$ cat src/rtl/vga_bounce_gen_pkg.sv
// Shared constants and types for the bouncing-square pixel generator.
// Mirrors the VGA timing header values used by the sync block.
package vga_bounce_gen_pkg;

    localparam int H_DISPLAY    = 640;
    localparam int V_DISPLAY    = 480;
    localparam int H_TOTAL      = 800;
    localparam int V_TOTAL      = 525;
    localparam int REFRESH_LINE = 481;
    localparam int RGB_W        = 12;

    // Per-axis motion direction.
    typedef enum logic {
        AXIS_INC = 1'b0,
        AXIS_DEC = 1'b1
    } axis_state_t;

endpackage

$ cat src/rtl/vga_bounce_axis.sv
// One axis of square motion: position register plus INC/DEC bounce FSM.
//
//   state    | meaning
//   ---------+---------------------------------------------
//   AXIS_INC | moving toward MAX, stepping +VEL per refresh
//   AXIS_DEC | moving toward MIN, stepping -VEL per refresh
//
// bounce is a combinational pulse, high on the step that clamps to a limit.
module vga_bounce_axis
    import vga_bounce_gen_pkg::*;
#(
    parameter int MIN  = 0,
    parameter int MAX  = 640,
    parameter int SIZE = 32,
    parameter int VEL  = 2
) (
    input  logic       clk_100MHz,
    input  logic       rst,
    input  logic       step,
    output logic [9:0] pos,
    output logic       bounce
);

    // 11-bit arithmetic so pos+VEL cannot wrap.
    localparam logic [10:0] HI_LIM  = 11'(MAX - SIZE);
    localparam logic [10:0] LO_LIM  = 11'(MIN + VEL);
    localparam logic [10:0] VEL_11  = 11'(VEL);
    localparam logic [9:0]  VEL_10  = 10'(VEL);
    localparam logic [9:0]  MIN_POS = 10'(MIN);

    axis_state_t state_q, state_d;
    logic [9:0]  pos_d;
    logic [10:0] pos_ext, pos_inc;
    logic [9:0]  pos_dec;

    assign pos_ext = {1'b0, pos};
    assign pos_inc = pos_ext + VEL_11;
    assign pos_dec = pos - VEL_10;

    // State and position registers; only move when step is asserted.
    always_ff @(posedge clk_100MHz or posedge rst) begin
        if (rst) begin
            state_q <= AXIS_INC;
            pos     <= MIN_POS;
        end else begin
            state_q <= state_d;
            pos     <= pos_d;
        end
    end

    // Next position, direction and bounce pulse.
    always_comb begin
        state_d = state_q;
        pos_d   = pos;
        bounce  = 1'b0;
        if (step) begin
            case (state_q)
                AXIS_INC: begin
                    if (pos_inc >= HI_LIM) begin
                        pos_d   = HI_LIM[9:0];
                        state_d = AXIS_DEC;
                        bounce  = 1'b1;
                    end else begin
                        pos_d = pos_inc[9:0];
                    end
                end
                AXIS_DEC: begin
                    if (pos_ext <= LO_LIM) begin
                        pos_d   = MIN_POS;
                        state_d = AXIS_INC;
                        bounce  = 1'b1;
                    end else begin
                        pos_d = pos_dec;
                    end
                end
                default: begin
                    state_d = AXIS_INC;
                end
            endcase
        end
    end

endmodule

$ cat src/rtl/vga_bounce_gen.sv
// Bouncing-square pixel generator behind the 640x480 VGA sync block.
// Optional border selected with macro VGA_BOUNCE_BORDER_EN; without it the
// square bounces off the full display edges and no border is drawn.
// rgb is registered to line up with the sync block's buffered hsync/vsync.
module vga_bounce_gen
    import vga_bounce_gen_pkg::*;
#(
    parameter int          SQ_SIZE    = 32,
    parameter int          X_VEL      = 2,
    parameter int          Y_VEL      = 1,
    parameter logic [11:0] FG_RGB     = 12'hF00,
    parameter logic [11:0] BG_RGB     = 12'h000,
    parameter int          BORDER_W   = 8,
    parameter logic [11:0] BORDER_RGB = 12'hFFF
) (
    input  logic             clk_100MHz,
    input  logic             rst,
    input  logic             pixel_tick,
    input  logic             video,
    input  logic [9:0]       pixel_x,
    input  logic [9:0]       pixel_y,
    input  logic             pause,
    output logic [RGB_W-1:0] rgb,
    output logic [7:0]       bounce_cnt
);

`ifdef VGA_BOUNCE_BORDER_EN
    localparam int EDGE_W = BORDER_W;
`else
    localparam int EDGE_W = 0;
`endif

    localparam logic [10:0] SQ_W = 11'(SQ_SIZE);

    logic             refresh, step;
    logic [9:0]       sq_x, sq_y;
    logic             bounce_x, bounce_y;
    logic [10:0]      px, py, sx, sy;
    logic             hit;
    logic             border;
    logic [RGB_W-1:0] rgb_next;

    // One clock per frame, inside vertical blank.
    assign refresh = pixel_tick && (pixel_x == 10'd0) && (pixel_y == 10'(REFRESH_LINE));
    assign step    = refresh && !pause;

    vga_bounce_axis #(
        .MIN  (EDGE_W),
        .MAX  (H_DISPLAY - EDGE_W),
        .SIZE (SQ_SIZE),
        .VEL  (X_VEL)
    ) u_axis_x (
        .clk_100MHz (clk_100MHz),
        .rst        (rst),
        .step       (step),
        .pos        (sq_x),
        .bounce     (bounce_x)
    );

    vga_bounce_axis #(
        .MIN  (EDGE_W),
        .MAX  (V_DISPLAY - EDGE_W),
        .SIZE (SQ_SIZE),
        .VEL  (Y_VEL)
    ) u_axis_y (
        .clk_100MHz (clk_100MHz),
        .rst        (rst),
        .step       (step),
        .pos        (sq_y),
        .bounce     (bounce_y)
    );

    assign px  = {1'b0, pixel_x};
    assign py  = {1'b0, pixel_y};
    assign sx  = {1'b0, sq_x};
    assign sy  = {1'b0, sq_y};
    assign hit = (px >= sx) && (px < sx + SQ_W) && (py >= sy) && (py < sy + SQ_W);

`ifdef VGA_BOUNCE_BORDER_EN
    // Frame of BORDER_W pixels around the visible area.
    always_comb begin
        border = (px < 11'(BORDER_W)) || (px >= 11'(H_DISPLAY - BORDER_W)) ||
                 (py < 11'(BORDER_W)) || (py >= 11'(V_DISPLAY - BORDER_W));
    end
`else
    logic unused_border_cfg;
    assign unused_border_cfg = ^{BORDER_RGB, 11'(BORDER_W)};
    assign border            = 1'b0;
`endif

    // Colour priority: blanking, border, square, background.
    always_comb begin
        rgb_next = BG_RGB;
        if (!video) begin
            rgb_next = '0;
        end else if (border) begin
`ifdef VGA_BOUNCE_BORDER_EN
            rgb_next = BORDER_RGB;
`else
            rgb_next = BG_RGB;
`endif
        end else if (hit) begin
            rgb_next = FG_RGB;
        end
    end

    // Output colour register, one clock behind the coordinates.
    always_ff @(posedge clk_100MHz or posedge rst) begin
        if (rst) begin
            rgb <= '0;
        end else begin
            rgb <= rgb_next;
        end
    end

    // Count frames with any bounce; a corner hit counts once.
    always_ff @(posedge clk_100MHz or posedge rst) begin
        if (rst) begin
            bounce_cnt <= 8'd0;
        end else if (bounce_x || bounce_y) begin
            bounce_cnt <= bounce_cnt + 8'd1;
        end
    end

endmodule

$ cat config.mk
export PLATFORM = sky130hd
export DESIGN_NAME = vga_bounce_gen
export DESIGN_NICKNAME = d
export VERILOG_FILES = /design/src/rtl/vga_bounce_gen_pkg.sv /design/src/rtl/vga_bounce_axis.sv /design/src/rtl/vga_bounce_gen.sv
export SDC_FILE = /design/constraint.sdc
export NUM_CORES = 1
export LEC_CHECK = 0
export ABC_AREA = 1
export CAP_MARGIN = 0
export CORE_UTILIZATION = 30
export CTS_CLUSTER_DIAMETER = 40
export CTS_CLUSTER_SIZE = 8
export DETAILED_ROUTE_END_ITERATION = 8
export MAX_ROUTING_LAYER = met4
export PLACE_DENSITY = 0.51
export SLEW_MARGIN = 5
export SYNTH_ARGS = -nofsm -noshare
export SYNTH_HDL_FRONTEND = slang
export SYNTH_SLANG_ARGS = --single-unit
$ cat constraint.sdc
create_clock -name clk_100MHz -period 2.41 [get_ports clk_100MHz]
set_input_delay 0.3615 -clock clk_100MHz [delete_from_list [all_inputs] [get_ports clk_100MHz]]
set_output_delay 0.3615 -clock clk_100MHz [all_outputs]
set_load 0.02 [all_outputs]
==> metrics.txt <==
hold buffer count at cts=0; Hold WC Path Type=in2async; vias in the first global route=3253; Critical Path Sink Type=register; first-pass GRT wire length=15.8 mm; met2 GRT Util=0.299; Die ar.=12000 um2; Startpoint Class=register; CTS tree=done; Initial Utilization=0.314; Post-CTS Setup Bufs=0; Worst Setup Path Type=reg2reg; register area share after synthesis=0.216; Ports=45; CORE AREA=11100 um2; Post-Syn Instances=495; gr ovfl total=0; Post-synth EDFFs=0; outcome=complete, no violations; post-placement worst setup slack=around 0.22 ns; Crit Path Max Fanout=7; post-synth cell types=41; dpl cells=669; Post-synth top flop=dfrtp_1; die height=110 um; met1 usage=0.220; number of vias per cell=4.82; cell area after synthesis=3480 um2; wirelength, routed=9.28 mm; DRC=0; Worst path slowest cell=dfrtp_1; Fin. Hold Viols=0; Final Critical Period=2.13 ns; CTS resizes=0; root buffer cell=clkbuf_16; largest net degree at the start of global routing=31; maximum capacitance violations=0; gr usage total=0.175; TNS Setup=0 ns; initial antenna violation count=0; Final Instance Area=slightly above 4000 um2; Yosys reg bits=30; post-place instance area=3980 um2; clock slew at reported path FFs=0.06 ns; met3 Use GR=0.0249; # H-tree levels=2; final worst slack=0.280 ns; TritonRoute pass-1 iters=4; Routed wire per std cell=13.7 um; gpl congestion=slightly above 0.8; layout cells sized above 1=0.0931; Async SR Flop Fraction=1.00; # diodes=0; fmax=0.469 GHz; RSZ-0062 raised after global routing=false; largest stage delay on the critical path=roughly 0.49 ns; row cnt=38; via count=3260; Clock Sinks=30; Layout Utilization=0.374; Data arrival, critical path=2.32 ns; fin crit share=0.884; Bufs on Longest Clock Path=2; clk_skew=0.0108 ns; P_leak=a little over 2 nW; CP Data Required Time=2.60 ns; Synthesis Warnings=0; total CTS buffers=5; worst IR drop on VDD=0.231 mV; Final ANT Viol Nets=0; grt peak-use layer=met2; port buffer count=36; CP cell instances=inv_1 -> ha_1 -> inv_1 -> ha_1 -> a21oi_1 -> o31a_1 -> nor2_1 -> nor2_1 -> nand3_1 -> nor3_1; nets=601; fin cells=slightly below 700; clk_lat worst skew=~0.28 ns; Mapped Avg Cell Area=between 7 and 8 um2; post-DP HPWL=7.51 mm; Initial DRC Count=136; Slew Limit Fails=0; die width=around 110 um; final setup fails=0; Layout Area Growth over Synthesis=19.0%; Pwr per Cell Area=330 nW/um2
==> metrics by stage <==
step	hold slack, ns	total power, W
final	0.464	0.00137
after global routing	0.520	0.00142
after CTS	0.496	0.00138
after detailed placement	0.500	0.000657
after global placement	0.498	0.000655
after floorplan	0.452	0.000593
==> placed cells by master (no fill, tap or decap), types with 12 or more instances in the layout <==
| cell | instances |
|---|---|
| o21ai_0 | 22 |
| clkdlybuf4s50_1 | 36 |
| ha_1 | 40 |
| xor2_1 | 21 |
| nand3_1 | 42 |
| nand4_1 | 20 |
| inv_1 | 52 |
| a21oi_1 | 22 |
| nor2_1 | 49 |
| nand2_1 | 103 |
| dfrtp_1 | 30 |
| buf_4 | 12 |
==> path summary, 6_finish.rpt <==
check	startpoint	end	slack, ns	cells after the start
max reg2reg	u_axis_y.pos[5]	rgb[10]	0.28	10
min reg2reg	u_axis_y.state_q	u_axis_y.state_q	0.52	2
max	u_axis_y.pos[5]	rgb[10]	0.28	10
min in group clk_100MHz	u_axis_y.state_q	u_axis_y.state_q	0.52	2
max in group asynchronous	rst	bounce_cnt[6]	1.63	3
min	rst	u_axis_y.pos[7]	0.46	3
==> cell families after synthesis <==
kind of cell | count (synthesis) | share of synthesized area
AND/OR/NAND/NOR | 247 | 0.345
buffers and inverters | 81 | 0.109
AO/OA/AOI/OAI | 70 | 0.120
adder cells (fa/ha/maj) | 40 | 0.144
flip-flops | 30 | 0.216
XOR/XNOR | 26 | 0.0655
other | 1 | 0.00108
==> metal layers <==
metal	wire length [um]	vias to the layer above
met3	253	4
li1	-	1717
met2	4460	43
met5	0	-
met1	4500	1496
met4	59	0
==> state kept, by name (all words and copies together), names as in the netlist <==
name              flops
u_axis_y.state_q      1
u_axis_y.pos         10
u_axis_x.state_q      1
u_axis_x.pos          9
bounce_cnt            8
rgb                   1
==> critical path: cells and delay by family, from the launching register on <==
kind	cells	cell delay, ns
simple gates	4	0.44
buf+inv	2	0.21
flops	1	0.49
compound gates	2	0.30
fa+ha+maj	2	0.61
==> synth_stat cells, types with 2 or more instances <==
| cell type | n | share of area |
|---|---|---|
| nand2_4 | 3 | 0.0097 |
| inv_1 | 52 | 0.056 |
| dfrtp_1 | 30 | 0.22 |
| o21a_1 | 2 | 0.0043 |
| nand3_2 | 6 | 0.017 |
| nor2_2 | 5 | 0.0090 |
| buf_2 | 3 | 0.0043 |
| a21oi_1 | 22 | 0.032 |
| ha_1 | 40 | 0.14 |
| o21ai_0 | 22 | 0.032 |
| nor3_1 | 6 | 0.0086 |
| nand3_4 | 2 | 0.010 |
| nand3b_1 | 4 | 0.0086 |
| inv_2 | 8 | 0.0086 |
| o21ai_1 | 2 | 0.0029 |
| buf_4 | 13 | 0.028 |
| nand3_1 | 42 | 0.060 |
| nand4_1 | 20 | 0.036 |
| xor2_1 | 21 | 0.053 |
| o211ai_1 | 2 | 0.0043 |
| o21bai_1 | 2 | 0.0043 |
| buf_6 | 3 | 0.0097 |
| nor2_1 | 49 | 0.053 |
| a21boi_1 | 3 | 0.0065 |
| clkbuf_1 | 2 | 0.0022 |
| nor2_4 | 2 | 0.0065 |
| a22oi_1 | 9 | 0.019 |
| nand2_1 | 103 | 0.11 |
| xnor2_1 | 5 | 0.013 |
==> cell type report <==
type                            instances  area (um2)
Clock buffer                            7         133
Clock inverter                          1        30.0
Fill cell                            1186        6940
Inverter                               60         225
Multi-Input combinational cell        391        2370
Sequential cell                        30         751
Tap cell                              140         175
Timing Repair Buffer                   48         450
==> power breakdown <==
part | total [W] | switching, W | internal [W]
clock network | 0.000720 | 0.000232 | 0.000488
registers | 0.000504 | 0.0000000173 | 0.000504
logic | 0.000142 | 0.0000806 | 0.0000614
total | 0.00137 | 0.000312 | 0.00105
Note: power is estimated with default switching activity, not from simulation.
